===== config.mk =====
export PLATFORM = sky130hd
export DESIGN_NAME = mac_window_acc
export DESIGN_NICKNAME = d
export VERILOG_FILES = /design/src/rtl/parmetry_pkg.sv /design/src/rtl/acc_sat_add.sv /design/src/rtl/mac_window_acc.sv
export SDC_FILE = /design/constraint.sdc
export NUM_CORES = 1
export LEC_CHECK = 0
export ABC_AREA = 0
export CAP_MARGIN = 20
export CELL_PAD_IN_SITES_DETAIL_PLACEMENT = 1
export CELL_PAD_IN_SITES_GLOBAL_PLACEMENT = 2
export CORE_ASPECT_RATIO = 1.1
export CORE_MARGIN = 5
export CORE_UTILIZATION = 35
export DETAILED_ROUTE_END_ITERATION = 7
export PLACE_DENSITY_LB_ADDON = 0.1
export SYNTH_ARGS = -nofsm -noshare
export SYNTH_HDL_FRONTEND = slang
export SYNTH_SLANG_ARGS = --single-unit

===== constraint.sdc =====
create_clock -name clock -period 6.2 [get_ports clock]
set_input_delay 0.93 -clock clock [delete_from_list [all_inputs] [get_ports clock]]
set_output_delay 0.93 -clock clock [all_outputs]
set_load 0.02 [all_outputs]

===== src/rtl/parmetry_pkg.sv =====
// Shared sizing parameters and types for the multiply-add datapath and its
// window accumulator.
package parmetry;

  localparam int unsigned sizeIn  = 8;
  localparam int unsigned sizeOut = 16;

  localparam int unsigned WIN_LEN_DEF = 16;
  localparam int unsigned ACC_W_DEF   = sizeOut + 4;

  typedef enum logic {
    ACCUM = 1'b0,
    HOLD  = 1'b1
  } acc_state_t;

endpackage : parmetry


===== src/rtl/acc_sat_add.sv =====
// Saturating unsigned adder: ACC_W-bit accumulator plus B_W-bit sample.
// The sum clamps to all-ones and carry flags the clamp.
module acc_sat_add
  import parmetry::*;
#(
  parameter int unsigned ACC_W = ACC_W_DEF,
  parameter int unsigned B_W   = sizeOut
) (
  input  logic [ACC_W-1:0] a,
  input  logic [B_W-1:0]   b,
  output logic [ACC_W-1:0] sum,
  output logic             carry
);

  logic [ACC_W:0] full;

  always_comb begin
    full  = {1'b0, a} + (ACC_W+1)'(b);
    carry = full[ACC_W];
    sum   = carry ? '1 : full[ACC_W-1:0];
  end

endmodule : acc_sat_add


===== src/rtl/mac_window_acc.sv =====
// Accumulates WIN_LEN accepted samples into a saturating sum and peak,
// then holds {sum, peak, ovf} on a valid/ready port until taken.
module mac_window_acc
  import parmetry::*;
#(
  parameter int unsigned WIN_LEN = WIN_LEN_DEF,
  parameter int unsigned ACC_W   = ACC_W_DEF
) (
  input  logic               clock,
  input  logic               reset,
  input  logic               in_valid,
  output logic               in_ready,
  input  logic [sizeOut-1:0] data_in,
  input  logic               clear,
  output logic               out_valid,
  input  logic               out_ready,
  output logic [ACC_W-1:0]   sum_out,
  output logic [sizeOut-1:0] peak_out,
  output logic               ovf
);

  localparam int unsigned CNT_W = $clog2(WIN_LEN);

  acc_state_t         state_q, state_d;
  logic [ACC_W-1:0]   acc_q, acc_d;
  logic [sizeOut-1:0] pk_q, pk_d;
  logic [CNT_W-1:0]   cnt_q, cnt_d;
  logic               sat_q, sat_d;
  logic               out_valid_q, out_valid_d;
  logic [ACC_W-1:0]   sum_q, sum_d;
  logic [sizeOut-1:0] peak_q, peak_d;
  logic               ovf_q, ovf_d;

  logic [ACC_W-1:0]   add_sum;
  logic               add_carry;
  logic [sizeOut-1:0] pk_max;
  logic               accept;
  logic               last_sample;

  acc_sat_add #(
    .ACC_W (ACC_W),
    .B_W   (sizeOut)
  ) u_sat_add (
    .a     (acc_q),
    .b     (data_in),
    .sum   (add_sum),
    .carry (add_carry)
  );

  // Ready is gated by reset so nothing is taken while reset is high.
  assign in_ready    = (state_q == ACCUM) && !reset;
  assign accept      = in_valid && in_ready;
  assign pk_max      = (data_in > pk_q) ? data_in : pk_q;
  assign last_sample = (cnt_q == CNT_W'(WIN_LEN - 1));

  always_comb begin
    state_d     = state_q;
    acc_d       = acc_q;
    pk_d        = pk_q;
    cnt_d       = cnt_q;
    sat_d       = sat_q;
    out_valid_d = out_valid_q;
    sum_d       = sum_q;
    peak_d      = peak_q;
    ovf_d       = ovf_q;

    // Clear outranks the handshake and any sample; result regs are kept.
    if (clear) begin
      acc_d       = '0;
      pk_d        = '0;
      cnt_d       = '0;
      sat_d       = 1'b0;
      out_valid_d = 1'b0;
      state_d     = ACCUM;
    end else begin
      unique case (state_q)
        ACCUM: begin
          if (accept) begin
            if (last_sample) begin
              sum_d       = add_sum;
              peak_d      = pk_max;
              ovf_d       = sat_q | add_carry;
              out_valid_d = 1'b1;
              acc_d       = '0;
              pk_d        = '0;
              cnt_d       = '0;
              sat_d       = 1'b0;
              state_d     = HOLD;
            end else begin
              acc_d = add_sum;
              pk_d  = pk_max;
              sat_d = sat_q | add_carry;
              cnt_d = cnt_q + CNT_W'(1);
            end
          end
        end
        HOLD: begin
          if (out_ready) begin
            out_valid_d = 1'b0;
            state_d     = ACCUM;
          end
        end
        default: state_d = ACCUM;
      endcase
    end
  end

  always_ff @(posedge clock) begin
    if (reset) begin
      state_q     <= ACCUM;
      acc_q       <= '0;
      pk_q        <= '0;
      cnt_q       <= '0;
      sat_q       <= 1'b0;
      out_valid_q <= 1'b0;
      sum_q       <= '0;
      peak_q      <= '0;
      ovf_q       <= 1'b0;
    end else begin
      state_q     <= state_d;
      acc_q       <= acc_d;
      pk_q        <= pk_d;
      cnt_q       <= cnt_d;
      sat_q       <= sat_d;
      out_valid_q <= out_valid_d;
      sum_q       <= sum_d;
      peak_q      <= peak_d;
      ovf_q       <= ovf_d;
    end
  end

  assign out_valid = out_valid_q;
  assign sum_out   = sum_q;
  assign peak_out  = peak_q;
  assign ovf       = ovf_q;

endmodule : mac_window_acc

# Word level (Yosys, flattened, before mapping)
# Index checks and enable logic that the tools add are counted.
# totals
reg_bits	80
latch_bits	0
ramBits	0
mem_bits_ro	0
input_bits	21
out_inout_bits	39
wordCells	40
mem_count	0
# op_classes
add_sub_neg	2
n_mul	0
div	0
magnitude_cmp	1
eq_ne	4
shift	0
mux	14
n_bitwise	3
reduce_logical	7
# ops
op	count
20-bit two-way mux	2
16-bit two-way mux	2
20-bit by 16-bit adder with 21-bit output	1
16-bit > comparator	1
1-bit two-way mux	7
2-bit inequality test (second input constant)	3
4-bit by 1-bit adder with 4-bit output (second input constant)	1
4-bit == test (second input constant)	1
4-bit two-way mux	1
1-bit case mux with 2 select lines	2
4-bit AND reduction	1
3-bit AND reduction	1
1-bit logical AND	2
1-bit NOT	2
2-bit AND reduction	1
2-bit OR reduction	1
1-bit zero test	1
1-bit OR	1

# Depth between registers and ports, before layout
# Gate-level depths: netlist of run 1.
# depth
depth_word	5
ltp_mapped	11
ltp_nobuf	9

# Modules after synthesis
# A second synthesis of run 1 with hierarchy kept.
# unflattened
hier_cells	530
hier_area_um2	4471.8
# modules_own_cells
mod	n_inst	cells_each	area_per_inst_um2	seq_area_each_um2
mac_window_acc	1	378	3427.0	1601.5
acc_sat_add	1	152	1044.8	0.0

# Worst setup path after synthesis of run 1
# OpenSTA, ideal clock, no wires.
# synth_path
path_type	input to register
from	input port data_in[0]
to	register acc_q[13]
setup_ns	0.117
t_arrival_ns	2.915
required_ns	6.083
path_slack_ns	3.168
cell_stages	9
path_cell_list	ha_1 -> fa_1 -> a211oi_1 -> o21ai_2 -> a21oi_1 -> o21ai_2 -> a211oi_1 -> a31oi_1 -> a32o_1
# synth_between
elab_chain_cells	3
# synth_lines
element	line_no	rtl
from (decl)	mac_window_acc.sv:13	input logic [sizeOut-1:0] data_in,
20-bit by 16-bit adder with 21-bit output	acc_sat_add.sv:18	full = {1'b0, a} + (ACC_W+1)'(b);
20-bit two-way mux	acc_sat_add.sv:20	sum = carry ? '1 : full[ACC_W-1:0];
20-bit two-way mux	mac_window_acc.sv:79	if (last_sample) begin
to (signal assigned)	mac_window_acc.sv:111	acc_q <= '0;
to (signal assigned)	mac_window_acc.sv:121	acc_q <= acc_d;
to (decl)	mac_window_acc.sv:25	logic [ACC_W-1:0] acc_q, acc_d;
# No other way between the ends.
# A chain may end at the register's enable or synchronous reset.

# Worst setup path after layout of run 1
# layout_path
from	input port reset
to	register peak_q[0], in the netlist peak_out[0]
# layout_between
elab_chain_cells	4
# layout_lines
element	line_no	rtl
from (decl)	mac_window_acc.sv:10	input logic reset,
1-bit zero test	mac_window_acc.sv:51	assign in_ready = (state_q == ACCUM) && !reset;
1-bit logical AND	mac_window_acc.sv:51	
1-bit logical AND	mac_window_acc.sv:52	assign accept = in_valid && in_ready;
4-bit AND reduction (no source line)	-	
to (signal assigned)	mac_window_acc.sv:127	peak_q <= peak_d;
to (decl)	mac_window_acc.sv:31	logic [sizeOut-1:0] peak_q, peak_d;
# Parallel ways exist; a longest one is shown, timed or not.

==> results of run 1 <==
-- flip-flops by register name, indices dropped and copies added (netlist names) --
name and count:
acc_q 20, sum_out 20, peak_out 16, pk_q 16
cnt_q 4, out_valid 1, ovf 1, sat_q 1
state_q 1
-- worst max path at each step --
stage | start | end
2_1_floorplan | data_in[0] | acc_q[13]
3_3_place_gp | data_in[0] | acc_q[13]
3_5_place_dp | data_in[0] | acc_q[13]
4_1_cts | data_in[0] | acc_q[13]
5_1_grt | reset | peak_out[0]
6_report | reset | peak_out[0]
-- kinds of logic (layout without fill, tap and decap cells) --
family          count (synthesis)  in the layout
flops                          80             80
buf+inv                        52            102
mux                            18             18
xor+xnor                       14             14
compound gates                151            151
fa+ha+maj                      34             34
simple gates                  177            177
-- routing by layer --
layer	GRT usage, %	routed length, um	up-vias	share of wire [%]
met3	3.57	464	17	3.5
met2	30.6	6350	72	48
met4	7.65	267	0	2.0
met1	23.8	6030	1907	46
li1	-	-	1992	-
met5	0	0	-	0
-- layout make-up --
class                           count  area (um^2)
Clock buffer                       14          284
Clock inverter                      2         35.0
Fill cell                        1429         6740
Inverter                           21         78.8
Multi-Input combinational cell    394         2510
Sequential cell                    80         1600
Tap cell                          154          193
Timing Repair Buffer               65          639
-- critical path: cells and delay by family --
kind                   cells  cell delay, ns
AOI/OAI and AO/OA          1            0.25
and+or+nand+nor            5            1.54
buffers and inverters      3            1.14
-- synth_stat cells, types with 2 or more instances --
cell type  instances
a211oi_1          24
a21boi_0           2
a21o_1             5
a21oi_1           51
a311oi_1           5
a31oi_1            2
a32oi_1           16
and2_1             3
buf_2              4
buf_6              2
clkbuf_1          23
dfxtp_1           80
ha_1              33
inv_1             21
mux2i_1           18
nand2_1           39
nand2b_1           4
nand3_1            9
nand4_1            9
nor2_1            81
nor2b_1            2
nor3_1            23
o211ai_1           5
o21a_1             4
o21ai_0           20
o21ai_2            2
o21bai_1           3
o31ai_1            2
xnor2_1            9
xor2_1             5
-- power groups by stage --
stage / clock (mW) / combinational (mW) / sequential, mW
2_1_floorplan: 0 / 0.0943 / 0.533
4_1_cts: 0.583 / 0.143 / 0.523
3_3_place_gp: 0 / 0.140 / 0.534
3_5_place_dp: 0 / 0.142 / 0.534
5_1_grt: 0.604 / 0.158 / 0.523
6_report: 0.566 / 0.142 / 0.523
==> impl_metrics.env, run 1 <==
export IMPL_async_set_reset_flop_share_out_of_synthesis_pct=0
export IMPL_final_layout_size_suffix_gt1_share_pct=4.86
export IMPL_cp_arrival_ns=3.89
export IMPL_num_io_pins=60
export IMPL_worstReg2RegEnd="sum_out[18]"
export IMPL_combinational_family_with_the_most_area_after_synthesis="compound AO/OA/AOI/OAI gates"
export IMPL_worst_slew_margin_rel_pct=44.7
export IMPL_hp_start="sum_out[16]"
export IMPL_path_class="in2reg"
export IMPL_crit_reg2reg_launch="acc_q[0]"
export IMPL_clockRootBuffer="clkbuf_16"
export IMPL_pre_cts_ws_ns=2.04
export IMPL_synth_net_count=581
export IMPL_power_switching_fraction_pct=24.5
export IMPL_clk_path_buf_depth=2
export IMPL_post_place_cells=713
export IMPL_gp_routability_congestion=0.884
export IMPL_syn_avg_cell_area_um2=8.23
export IMPL_final_design_area_no_fill_mm2=0.00534
export IMPL_setup_total_negative_slack_ns=0
export IMPL_drt_wirelength_per_cell_um=18.0
export IMPL_grtUsageTotal_pct=18.6
export IMPL_max_clock_freq_mhz=275
export IMPL_synth_simple_gate_area_share_pct=17.8
export IMPL_wl_um=13100
export IMPL_power_leakage_nw=1.94
export IMPL_cts_htree_levels=3
export IMPL_cp_slowest_stage_delay_ns=0.51
export IMPL_final_setup_viol_count=0
export IMPL_power_per_cell_area_mw_per_mm2=230
export IMPL_avgViaCountPerCell=5.46
export IMPL_tritoncts_clock_tree="built"
export IMPL_worst_pin_slew_ns=0.830
export IMPL_report_final_slew_viol_count=0
export IMPL_start_util_pct=35.8
export IMPL_ant_nets=0
export IMPL_worst_r2r_setup_slack_ns=3.44
export IMPL_die_h_um=127
export IMPL_post_synth_instance_area_mm2=0.00433
export IMPL_synth_area_top_cells="dfxtp_1, ha_1, nor2_1, a21oi_1, mux2i_1"
export IMPL_wire_length_of_the_first_global_routing_pass_um=21500
export IMPL_diodes_inserted=0
export IMPL_power_frac_clock_pct=46.0
export IMPL_finClkSkew_ns=0.00570
export IMPL_synth_cells=526
export IMPL_worstSetupStartpointType="input pin"
export IMPL_drtPass1Iterations=4
export IMPL_ys_warn_count=0
export IMPL_pwr_share_seq_pct=42.5
export IMPL_yosys_register_bits=80
export IMPL_rows=42
export IMPL_grt_overflow_total=0
export IMPL_tritoncts_num_sinks=80
export IMPL_setup_slack_ns=2.56
export IMPL_finalNetCount=626
export IMPL_hold_slack_ns=0.451
export IMPL_final_cell_count_no_fill=730
export IMPL_post_synth_fa_ha_maj_area_fraction_pct=10.0
export IMPL_route_vias_total=3988
export IMPL_final_cell_mix="nor2_1, dfxtp_1, clkdlybuf4s50_1, a21oi_1, nand2_1"
export IMPL_hold_viol=0
export IMPL_die_width_um=116
export IMPL_period_utilization_pct=58.7
export IMPL_cts_repair_timing_setup_buffer_count=0
export IMPL_vias_in_the_first_global_route=4108
export IMPL_postCtsHoldBufs=0
export IMPL_vdd_ir_drop_max_mv=0.121
export IMPL_yosys_most_used_dff="dfxtp_1"
export IMPL_post_synth_xor_area_fraction_pct=2.83
export IMPL_design_power_total_mw=1.23
export IMPL_critical_path_max_fanout=41
export IMPL_synth_enable_flop_cells=0
export IMPL_crit_path_top_delay_cell="and2_1"
export IMPL_worst_ep_required_time_ns=6.45
export IMPL_share_comb_of_total_power_pct=11.5
export IMPL_grt_max_degree=42
export IMPL_clock_transition_time_at_the_flip_flop_clock_pins_of_the_worst_setup_and_hold_paths_ns=0.06
export IMPL_min_delay_worst_endpoint="sum_out[16]"
export IMPL_dpl_hpwl_um=9570
export IMPL_io_buffers=59
export IMPL_timing_reg2reg_worst_path_depth=8
export IMPL_period_minus_slack_ns=3.64
export IMPL_core_area_mm2=0.0121
export IMPL_number_of_antenna_violations_at_the_first_check_in_global_routing=0
export IMPL_dpl_instance_area_mm2=0.00501
export IMPL_drt_first_iter_violations=156
export IMPL_clk_insertion_delay_late_ns=0.35
export IMPL_power_net_switching_mw=0.302
export IMPL_synthDominantCellAreaShare_pct=37.0
export IMPL_min_delay_path_class="reg2reg"
export IMPL_area_growth_pct=23.5
export IMPL_synth_compound_area_share_pct=23.1
export IMPL_synth_largest_area_cell="dfxtp_1"
export IMPL_holdPathStages=2
export IMPL_synthDistinctLibCells=50
export IMPL_crit_chain="clkdlybuf4s50_1 > buf_4 > nor2_1 > and2_1 > nand2_1 > nor2_4 > buf_4 > nor2_1 > a211oi_1"
export IMPL_layout_core_utilization_pct=44.2
export IMPL_cts_inserted_buffers=9
export IMPL_detail_route_drc_violations=0
export IMPL_design_die_area_mm2=0.0147
export IMPL_cp_end_kind="flip-flop"
export IMPL_synth_yosys_seq_area_share_pct=37.0
export IMPL_timing_max_cap_violations=0
export IMPL_status="finished clean"
export IMPL_cts_resized=0
export IMPL_internal_power_mw=0.929
export IMPL_rsz_0062_raised_after_global_routing="false"
export IMPL_synth_area_mux_share_pct=4.16
No activity file was read; power rests on OpenSTA's default activity.
==> run 2: changes to the inputs <==
--- a/config.mk
+++ b/config.mk
@@ -11,7 +11,7 @@
 export CELL_PAD_IN_SITES_GLOBAL_PLACEMENT = 2
 export CORE_ASPECT_RATIO = 1.1
 export CORE_MARGIN = 5
-export CORE_UTILIZATION = 35
+export CORE_UTILIZATION = 33
 export DETAILED_ROUTE_END_ITERATION = 7
 export PLACE_DENSITY_LB_ADDON = 0.1
 export SYNTH_ARGS = -nofsm -noshare
==> constraint.sdc (replaced) <==
create_clock -name clock -period 3.5 [get_ports clock]
set_input_delay 0.525 -clock clock [delete_from_list [all_inputs] [get_ports clock]]
set_output_delay 0.525 -clock clock [all_outputs]
set_load 0.02 [all_outputs]
==> run 2 against run 1 <==
Via count shrank 0.35%. Die area is 5.6% higher. Global-route usage shrank 0.95 points. Critical path type unchanged. Highest routed layer unchanged.
==> impl_metrics.env, run 2 (synthesis results as in run 1) <==
export IMPL_vdd_ir_drop_max_mv=0.168
export IMPL_worst_ep_required_time_ns=3.74
export IMPL_hold_slack_ns=0.455
export IMPL_die_width_um=119
export IMPL_rows=43
export IMPL_grt_max_degree=37
export IMPL_postCtsHoldBufs=0
export IMPL_final_setup_viol_count=0
export IMPL_hold_viol=0
export IMPL_gp_routability_congestion=0.850
export IMPL_drt_first_iter_violations=95
export IMPL_cts_inserted_buffers=9
export IMPL_design_die_area_mm2=0.0155
export IMPL_power_leakage_nw=1.98
export IMPL_die_h_um=130
export IMPL_worst_pin_slew_ns=0.638
export IMPL_min_delay_path_class="reg2reg"
export IMPL_clockRootBuffer="clkbuf_16"
export IMPL_cts_htree_levels=3
export IMPL_cp_arrival_ns=3.29
export IMPL_finalNetCount=633
export IMPL_diodes_inserted=0
export IMPL_io_buffers=59
export IMPL_cp_end_kind="flip-flop"
export IMPL_power_frac_clock_pct=46.9
export IMPL_worst_slew_margin_rel_pct=57.3
export IMPL_period_utilization_pct=87.1
export IMPL_max_clock_freq_mhz=328
export IMPL_report_final_slew_viol_count=0
export IMPL_worstSetupStartpointType="input pin"
export IMPL_crit_path_top_delay_cell="clkdlybuf4s50_1"
export IMPL_layout_core_utilization_pct=42.5
export IMPL_clk_insertion_delay_late_ns=0.35
export IMPL_period_minus_slack_ns=3.05
export IMPL_tritoncts_num_sinks=80
export IMPL_avgViaCountPerCell=5.38
export IMPL_timing_max_cap_violations=0
export IMPL_tritoncts_clock_tree="built"
export IMPL_cts_resized=0
export IMPL_path_class="in2reg"
export IMPL_clk_path_buf_depth=2
export IMPL_vias_in_the_first_global_route=4170
export IMPL_drtPass1Iterations=4
export IMPL_drt_wirelength_per_cell_um=17.6
export IMPL_final_cell_mix="nor2_1, dfxtp_1, clkdlybuf4s50_1, a21oi_1, nand2_1"
export IMPL_route_vias_total=3974
export IMPL_start_util_pct=33.9
export IMPL_power_net_switching_mw=0.547
export IMPL_crit_chain="clkdlybuf4s50_1 > ha_1 > fa_1 > a211oi_1 > o21ai_2 > a21oi_1 > buf_4 > o21bai_1 > nand3_1 > a221oi_1 > a31o_2"
export IMPL_share_comb_of_total_power_pct=11.6
export IMPL_core_area_mm2=0.0128
export IMPL_number_of_antenna_violations_at_the_first_check_in_global_routing=0
export IMPL_critical_path_max_fanout=6
export IMPL_dpl_hpwl_um=9550
export IMPL_finClkSkew_ns=0.00547
export IMPL_wl_um=13000
export IMPL_cts_repair_timing_setup_buffer_count=0
export IMPL_dpl_instance_area_mm2=0.00510
export IMPL_setup_total_negative_slack_ns=0
export IMPL_ant_nets=0
export IMPL_final_layout_size_suffix_gt1_share_pct=5.84
export IMPL_fillerInstances=1530
export IMPL_status="finished clean"
export IMPL_final_design_area_no_fill_mm2=0.00542
export IMPL_area_growth_pct=25.4
export IMPL_detail_route_drc_violations=0
export IMPL_num_io_pins=60
export IMPL_clock_transition_time_at_the_flip_flop_clock_pins_of_the_worst_setup_and_hold_paths_ns=0.06
export IMPL_wire_length_of_the_first_global_routing_pass_um=21600
export IMPL_post_place_cells=724
export IMPL_rsz_0062_raised_after_global_routing="false"
export IMPL_internal_power_mw=1.68
export IMPL_grt_overflow_total=0
export IMPL_pwr_share_seq_pct=41.5
export IMPL_power_switching_fraction_pct=24.5
export IMPL_power_per_cell_area_mw_per_mm2=411
export IMPL_grtUsageTotal_pct=17.7
export IMPL_final_cell_count_no_fill=739
export IMPL_worst_path_dominant_cell_family="compound AO/OA/AOI/OAI gates"
export IMPL_cp_slowest_stage_delay_ns=0.48
export IMPL_cp_num_buf_inv=2
## run 2: worst min-delay path: stages, from the launching register on
cell and delay [ns]:
dfxtp_1 0.31, nand2_1 0.05, a21oi_1 0.05
## run 2: per-layer routing
metal / GRT usage, % / share of wire [%] / routed length (um) / up-vias
met3: 3.08 / 2.6 / 342 / 15
li1: - / - / - / 1996
met1: 22.1 / 49 / 6300 / 1911
met2: 30.1 / 47 / 6070 / 52
met4: 7.70 / 2.1 / 274 / 0
met5: 0 / 0 / 0 / -
## run 2: metrics by stage
stage | setup WS, ns | power (mW)
global placement | 0.207 | 1.20
CTS | 0.445 | 2.26
finish | 0.452 | 2.23
floorplan | 0.873 | 1.11
global route | 0.221 | 2.33
detailed placement | 0.0762 | 1.21
## run 2: final cells by class
| class | count | area, um^2 | share of cell area, % |
|---|---|---|---|
| Multi-Input combinational cell | 394 | 2510 | 46.3 |
| Sequential cell | 80 | 1600 | 29.5 |
| Clock inverter | 3 | 65.1 | 1.20 |
| Clock buffer | 12 | 256 | 4.73 |
| Tap cell | 157 | 196 | 3.62 |
| Timing Repair Buffer | 72 | 713 | 13.1 |
| Inverter | 21 | 78.8 | 1.45 |
## run 2: power groups by stage
stage	logic [mW]	registers (mW)	clock network, mW
2_1_floorplan	0.167	0.944	0
3_3_place_gp	0.257	0.945	0
3_5_place_dp	0.259	0.946	0
4_1_cts	0.262	0.925	1.07
5_1_grt	0.288	0.926	1.11
6_report	0.258	0.925	1.04
## run 2: path summary, 6_finish.rpt
check / startpoint / to / slack, ns / depth (start not counted)
max reg2reg: acc_q[0] / sum_out[18] / 0.85 / 10
min: sum_out[16] / sum_out[16] / 0.46 / 2
max: data_in[0] / sum_out[18] / 0.45 / 11
min reg2reg: sum_out[16] / sum_out[16] / 0.46 / 2
==> run 3: changes to the inputs <==
--- a/config.mk
+++ b/config.mk
@@ -6,7 +6,6 @@
 export NUM_CORES = 1
 export LEC_CHECK = 0
 export ABC_AREA = 0
-export CAP_MARGIN = 20
 export CELL_PAD_IN_SITES_DETAIL_PLACEMENT = 1
 export CELL_PAD_IN_SITES_GLOBAL_PLACEMENT = 2
 export CORE_ASPECT_RATIO = 1.1
==> results of run 3 <==
The final DEF is identical to that of run 2; final timing and power are the same.
